==> src/rtl/log_hsaf_pkg.sv <==
// log_hsaf_pkg: shared types and packed log-word layout for the log-domain
// HSAF datapath.
//   tap_state_e      : tap sequencer FSM states (IDLE, EMIT)
//   LOGW_*           : packed word field positions at the default WIDTH = 16
//   logw_*() helpers : the same positions for any sample width
// Packed log word, MSB first: {valid, sign, log magnitude[WIDTH:0]}.
package log_hsaf_pkg;

  typedef enum logic {
    IDLE = 1'b0,
    EMIT = 1'b1
  } tap_state_e;

  localparam int LOGW_WIDTH     = 16;
  localparam int LOGW_VALID_BIT = LOGW_WIDTH + 2;
  localparam int LOGW_SIGN_BIT  = LOGW_WIDTH + 1;
  localparam int LOGW_W         = LOGW_WIDTH + 3;

  function automatic int logw_valid_bit(input int w);
    return w + 2;
  endfunction

  function automatic int logw_sign_bit(input int w);
    return w + 1;
  endfunction

  function automatic int logw_w(input int w);
    return w + 3;
  endfunction

endpackage

==> src/rtl/log1_16.sv <==
// log1_16: Mitchell-style base-2 log of an unsigned magnitude.
//   i_mag [WIDTH-1:0] : unsigned magnitude
//   o_lv              : 1 when i_mag != 0
//   o_lg  [WIDTH:0]   : {leading-one position (IW bits), fraction (FW bits)};
//                       the fraction is the bits below the leading one,
//                       left-aligned and truncated. o_lg = 0 when i_mag == 0.
module log1_16 #(
  parameter int WIDTH = 16
) (
  input  logic [WIDTH-1:0] i_mag,
  output logic             o_lv,
  output logic [WIDTH:0]   o_lg
);

  localparam int IW = $clog2(WIDTH) + 1;
  localparam int FW = WIDTH + 1 - IW;

  logic [IW-1:0]    w_pos;
  logic [WIDTH-1:0] w_norm;

  always_comb begin
    w_pos = '0;
    for (int unsigned i = 0; i < WIDTH; i++) begin
      if (i_mag[i]) w_pos = IW'(i);
    end
    // Normalise so the leading one sits at bit WIDTH-1; the fraction is the
    // FW bits directly below it.
    w_norm = i_mag << (IW'(WIDTH - 1) - w_pos);
    o_lv   = |i_mag;
    o_lg   = o_lv ? {w_pos, FW'(w_norm >> (WIDTH - 1 - FW))} : '0;
  end

endmodule

==> src/rtl/log_pack.sv <==
// log_pack: combinational linear-to-log packer (shared with the error path).
//   i_sample [WIDTH-1:0] : signed two's-complement sample
//   o_word   [WIDTH+2:0] : {valid, sign, log1_16(|i_sample|)}
// The most negative input maps to magnitude 2^(WIDTH-1) since the magnitude
// is treated as unsigned.
module log_pack
  import log_hsaf_pkg::*;
#(
  parameter int WIDTH = 16
) (
  input  logic [WIDTH-1:0] i_sample,
  output logic [WIDTH+2:0] o_word
);

  logic             w_sign;
  logic [WIDTH-1:0] w_mag;
  logic             w_lv;
  logic [WIDTH:0]   w_lg;

  always_comb begin
    w_sign = i_sample[WIDTH-1];
    w_mag  = w_sign ? -i_sample : i_sample;
  end

  log1_16 #(.WIDTH(WIDTH)) u_log1_16 (
    .i_mag (w_mag),
    .o_lv  (w_lv),
    .o_lg  (w_lg)
  );

  always_comb begin
    o_word                        = '0;
    o_word[logw_valid_bit(WIDTH)] = w_lv;
    o_word[logw_sign_bit(WIDTH)]  = w_sign;
    o_word[WIDTH:0]               = w_lg;
  end

endmodule

==> src/rtl/log_tap_seq.sv <==
// log_tap_seq: input-side tap sequencer for the log-domain HSAF datapath.
// Accepts one linear sample per handshake, packs it to a log word, pushes it
// into a TAPS-deep delay line and streams the TAPS tap words, newest first.
//   clk, reset            : clock, synchronous active-high reset
//   in_sample/in_valid/in_ready : sample input handshake
//   log_x_n/tap_idx/out_valid/out_ready/out_last : tap word stream
//   flush                 : clears the delay line (only with LOG_TAP_FLUSH_EN)
// Build option: define LOG_TAP_FLUSH_EN to add the flush input.
module log_tap_seq
  import log_hsaf_pkg::*;
#(
  parameter  int WIDTH = 16,
  parameter  int TAPS  = 4,
  localparam int TW    = $clog2(TAPS)
) (
  input  logic             clk,
  input  logic             reset,
  input  logic [WIDTH-1:0] in_sample,
  input  logic             in_valid,
  output logic             in_ready,
  output logic [WIDTH+2:0] log_x_n,
  output logic [TW-1:0]    tap_idx,
  output logic             out_valid,
`ifdef LOG_TAP_FLUSH_EN
  input  logic             flush,
`endif
  input  logic             out_ready,
  output logic             out_last
);

  localparam int LW = logw_w(WIDTH);

  tap_state_e      r_state;
  tap_state_e      w_state_nx;
  logic [TW-1:0]   r_cnt;
  logic [TW-1:0]   w_cnt_nx;
  logic [LW-1:0]   r_tap [TAPS];
  logic            r_flush_pend;
  logic            w_flush_pend_nx;
  logic [LW-1:0]   w_word;
  logic            w_flush;
  logic            w_clear;
  logic            w_last;
  logic            w_accept;

`ifdef LOG_TAP_FLUSH_EN
  assign w_flush = flush;
`else
  assign w_flush = 1'b0;
`endif

  log_pack #(.WIDTH(WIDTH)) u_log_pack (
    .i_sample (in_sample),
    .o_word   (w_word)
  );

  // State register, beat counter and delay line.
  always_ff @(posedge clk) begin
    if (reset) begin
      r_state      <= IDLE;
      r_cnt        <= '0;
      r_flush_pend <= 1'b0;
      for (int unsigned k = 0; k < TAPS; k++) r_tap[k] <= '0;
    end else begin
      r_state      <= w_state_nx;
      r_cnt        <= w_cnt_nx;
      r_flush_pend <= w_flush_pend_nx;
      if (w_clear) begin
        for (int unsigned k = 0; k < TAPS; k++) r_tap[k] <= '0;
      end else if (w_accept) begin
        r_tap[0] <= w_word;
        for (int unsigned k = 1; k < TAPS; k++) r_tap[k] <= r_tap[k-1];
      end
    end
  end

  // Next-state logic.
  always_comb begin
    w_state_nx      = r_state;
    w_cnt_nx        = r_cnt;
    w_flush_pend_nx = r_flush_pend;
    case (r_state)
      IDLE: begin
        if (w_clear) w_flush_pend_nx = 1'b0;
        if (w_accept) begin
          w_state_nx = EMIT;
          w_cnt_nx   = '0;
        end
      end
      EMIT: begin
        // A flush mid-stream is deferred so the current stream is unchanged.
        if (w_flush) w_flush_pend_nx = 1'b1;
        if (out_ready) begin
          if (w_last) begin
            w_cnt_nx   = '0;
            w_state_nx = w_accept ? EMIT : IDLE;
          end else begin
            w_cnt_nx = r_cnt + 1'b1;
          end
        end
      end
      default: begin
        w_state_nx = IDLE;
        w_cnt_nx   = '0;
      end
    endcase
  end

  // Outputs and handshake.
  always_comb begin
    w_last    = (r_state == EMIT) && (r_cnt == TW'(TAPS - 1));
    w_clear   = (r_state == IDLE) && (w_flush || r_flush_pend);
    in_ready  = 1'b0;
    if (!reset) begin
      if (r_state == IDLE) in_ready = !(w_flush || r_flush_pend);
      else                 in_ready = w_last && out_ready && !w_flush && !r_flush_pend;
    end
    w_accept  = in_valid && in_ready;
    out_valid = (r_state == EMIT);
    out_last  = w_last;
    log_x_n   = (r_state == EMIT) ? r_tap[r_cnt] : '0;
    tap_idx   = (r_state == EMIT) ? r_cnt : '0;
  end

endmodule

==> config.mk <==
export PLATFORM = sky130hd
export DESIGN_NAME = log_tap_seq
export DESIGN_NICKNAME = d
export VERILOG_FILES = /design/src/rtl/log_hsaf_pkg.sv /design/src/rtl/log1_16.sv /design/src/rtl/log_pack.sv /design/src/rtl/log_tap_seq.sv
export SDC_FILE = /design/constraint.sdc
export NUM_CORES = 1
export LEC_CHECK = 0
export ABC_AREA = 1
export CAP_MARGIN = 40
export CORE_UTILIZATION = 58
export DETAILED_ROUTE_END_ITERATION = 8
export PLACE_DENSITY_LB_ADDON = 0.2
export SYNTH_ARGS = -nofsm -noshare
export SYNTH_HDL_FRONTEND = slang
export SYNTH_SLANG_ARGS = --single-unit
==> constraint.sdc <==
create_clock -name clk -period 5.05 [get_ports clk]
set_clock_uncertainty 0.05 [all_clocks]
set_input_delay 1.515 -clock clk [delete_from_list [all_inputs] [get_ports clk]]
set_output_delay 1.515 -clock clk [all_outputs]
set_load 0.02 [all_outputs]
==> results.md <==
- Root Buffer: clkbuf_8
- Startpoint class of the critical path: primary input
- First-pass GRT wire length: around 17 mm
- Post-CTS Setup Repair Bufs: 0
- Clock buffer depth: 2
- Synth Area in Simple Gates: ~24%
- Pin count of the biggest net entering global routing: 73
- Worst setup EP type: output port
- Reg2Reg Launch Point: out_valid$_SDFF_PP0_
- Max-cap viol count: 0
- Average wire per standard cell: 13.8 um
- Setup TNS: 0 ns
- FFs w/ async S/R, synth: 0%
- Pwr Total: 1.62 mW
- Post-synthesis compound-gate area fraction: between 10% and 20%
- PostCTS Resize Cnt: 0
- Vias per inst: approximately 5.4
- Setup violators final: 0
- Outcome: finished, final reports clean
- Die Y: 91.4 um
- Rel. slew slack: 39.1%
- Period utilization: 88.8%
- Max Slew Vio Count: 0
- Post-Syn Area: 4640 sq um
- Crit path arrival time: about 3 ns
- Hold slack: 0.466 ns
- Hold depth: 2
- Worst Path Required: 3.49 ns
- Part of the Yosys area used for sequential elements: 48.8%
- DRT Pass-1 Iters: 5
- Total Routing Usage GR: 26.1%
- Non-Filler Instances: 735
- Antenna cells: 0
- Leakage dissipation: roughly 2.3 nW
- Number of clock sinks: 77
- CTS clk-pin slew, worst paths: 0.08 ns
- I/O Buffers: 42
- R2r worst-path depth: 8
- I/O Pins: 44
- Worst Hold Launch: r_cnt[1]$_SDFFE_PP0P_
- Area contributors post-synth: edfxtp_1 (47%), nand2_1 (8.7%), inv_1 (7.3%), a21oi_1 (7.0%), nor2_1 (6.5%)
- Most common flop cell mapped by yosys: edfxtp_1
- Die width: 91.4 um
- Worst min path class: flop to flop
- Average cell area after synthesis: 7.81 sq um
- Pre-CTS WS: 0.253 ns
- CTS tree: done
- Critical path launch point: out_ready
- Unrepaired setup endpoints after global routing: false
- DRC violations left: 0
- Most common cell in the netlist: nand2_1
- Critical path class: primary input to output port
- Initial DRC count: 208
- H-tree levels: 3
- Routed Antenna Nets: 0
- TritonCTS buffer count: 9
- Cell Pwr Density: 303 nW/um^2
- # rows: 32
- CP Max Fanout: 3
- Post-Place Cells: between 700 and 800
- Post-synth EDFFs: 72
- Pin slew with the least headroom to its limit: a little over 0.9 ns
- Post-synthesis mux area share: 0%
- Top cells by count, synth: nand2_1 (107), inv_1 (90), nor2_1 (80), edfxtp_1 (72), a21oi_1 (65)
- Flop-to-flop setup slack: 2.07 ns
- Initial Util: between 60 and 70%
- GP Congestion: 0.885
- Number of global-route vias before repair: 3678
- Synthesis-stage register bit count: 77
- Final core occ: 69.3%
- Vias: slightly below 4000
- Period minus WS final: 4.49 ns
- Synth Warn #: 0
- Layout area overhead: 15.4%
- Top-area cell type share of the netlist area: 46.6%
- Dpl cell area: 5130 sq um
- Post-DP HPWL: 7.15 mm
- CTS hold repair buffers: 0
- Final WL: around 10 mm
- Post-synthesis cell type count: 36
- Hold EP: r_cnt[1]$_SDFFE_PP0P_
- Core ar.: around 7700 sq um
- Layout cell share with drive strength beyond 1: slightly below 8%
- Largest family of logic cells by synthesized area: simple AND/OR/NAND/NOR gates
- Worst IR Drop VDD: 0.157 mV
- Synth Area in Adders: 0.540%
- Initial antenna violation count: 0
- Die ar.: 8360 sq um
- Gr ovfl total: 0
- Clock Latency Late Sink: 0.35 ns
- Largest area contributor in the netlist: edfxtp_1
- Fmax: 0.223 GHz
- Post-route setup slack: 0.564 ns
- XOR/XNOR share of the synthesized area: 1.48%
- R2R Path End: r_tap[0][1]$_SDFFCE_PN0P_
- Final hold vios: 0
- Final Cell Area: between 5000 and 6000 sq um
- Synthesized Nets: 616
- Post-Synthesis Cells: 594
- Nets@finish: 650
where the power goes:
group	internal, mW	switching (mW)	total [mW]	leakage (nW)
Combinational	0.114	0.223	0.337	1.38
Clock	0.280	0.239	0.519	0.104
Sequential	0.746	0.0160	0.762	0.799
Total	1.14	0.479	1.62	2.28
cells in the final DEF (no fill, tap or decap), types with 2 or more instances in the layout:
master / n
a21oi_1: 65
clkdlybuf4s50_1: 42
nand3_1: 56
o21ai_1: 5
nor4_1: 3
nand4_1: 2
clkbuf_8: 9
clkinv_1: 5
o21ai_0: 40
bufinv_16: 2
nand2_1: 105
dfxtp_1: 5
nor2_1: 80
nor2_4: 2
xor2_1: 5
nand2_2: 6
buf_4: 7
ha_1: 2
nor2_2: 3
clkinvlp_4: 2
a21oi_4: 2
inv_2: 8
inv_6: 2
inv_1: 90
edfxtp_1: 72
worst max-delay path by stage:
stage | depth (start not counted) | to | slack (ns)
6_report | 4 | in_ready | 0.56
3_3_place_gp | 18 | r_tap[0][9]$_SDFFCE_PN0P_ | 0.33
2_1_floorplan | 6 | r_tap[0][0]$_SDFFCE_PN0P_ | 0.50
5_1_grt | 21 | r_tap[0][9]$_SDFFCE_PN0P_ | 0.28
4_1_cts | 4 | in_ready | 0.57
3_5_place_dp | 18 | r_tap[0][9]$_SDFFCE_PN0P_ | 0.25
critical path, stage by stage:
cell and delay (ns):
clkdlybuf4s50_1 0.51, a21oi_1 0.09, nor2_1 0.17, clkdlybuf4s50_1 0.64
routing by layer:
metal / routed length (um) / GRT usage, %
met1: 4650 / 34.4
met3: 419 / 4.52
met2: 4840 / 43.1
met4: 247 / 9.79
met5: 0 / 0
state kept, by name (all words and copies together), names as in the netlist, named ones only:
signal and cells:
out_valid 1, r_cnt 2, r_tap 72
logic make-up after synthesis:
family	Yosys count
simple gates	261
buf+inv	129
compound gates	117
flops	77
xor+xnor	7
fa+ha+maj	2
other cells	1
cell type report:
cell class                      instances  area (sq um)
Fill cell                             673          2380
Sequential cell                        77          2260
Multi-Input combinational cell        388          1860
Timing Repair Buffer                   50           500
Inverter                              102           383
Tap cell                              102           128
Clock buffer                            9           124
Clock inverter                          7          96.3
(Power assumes the default switching activity.)
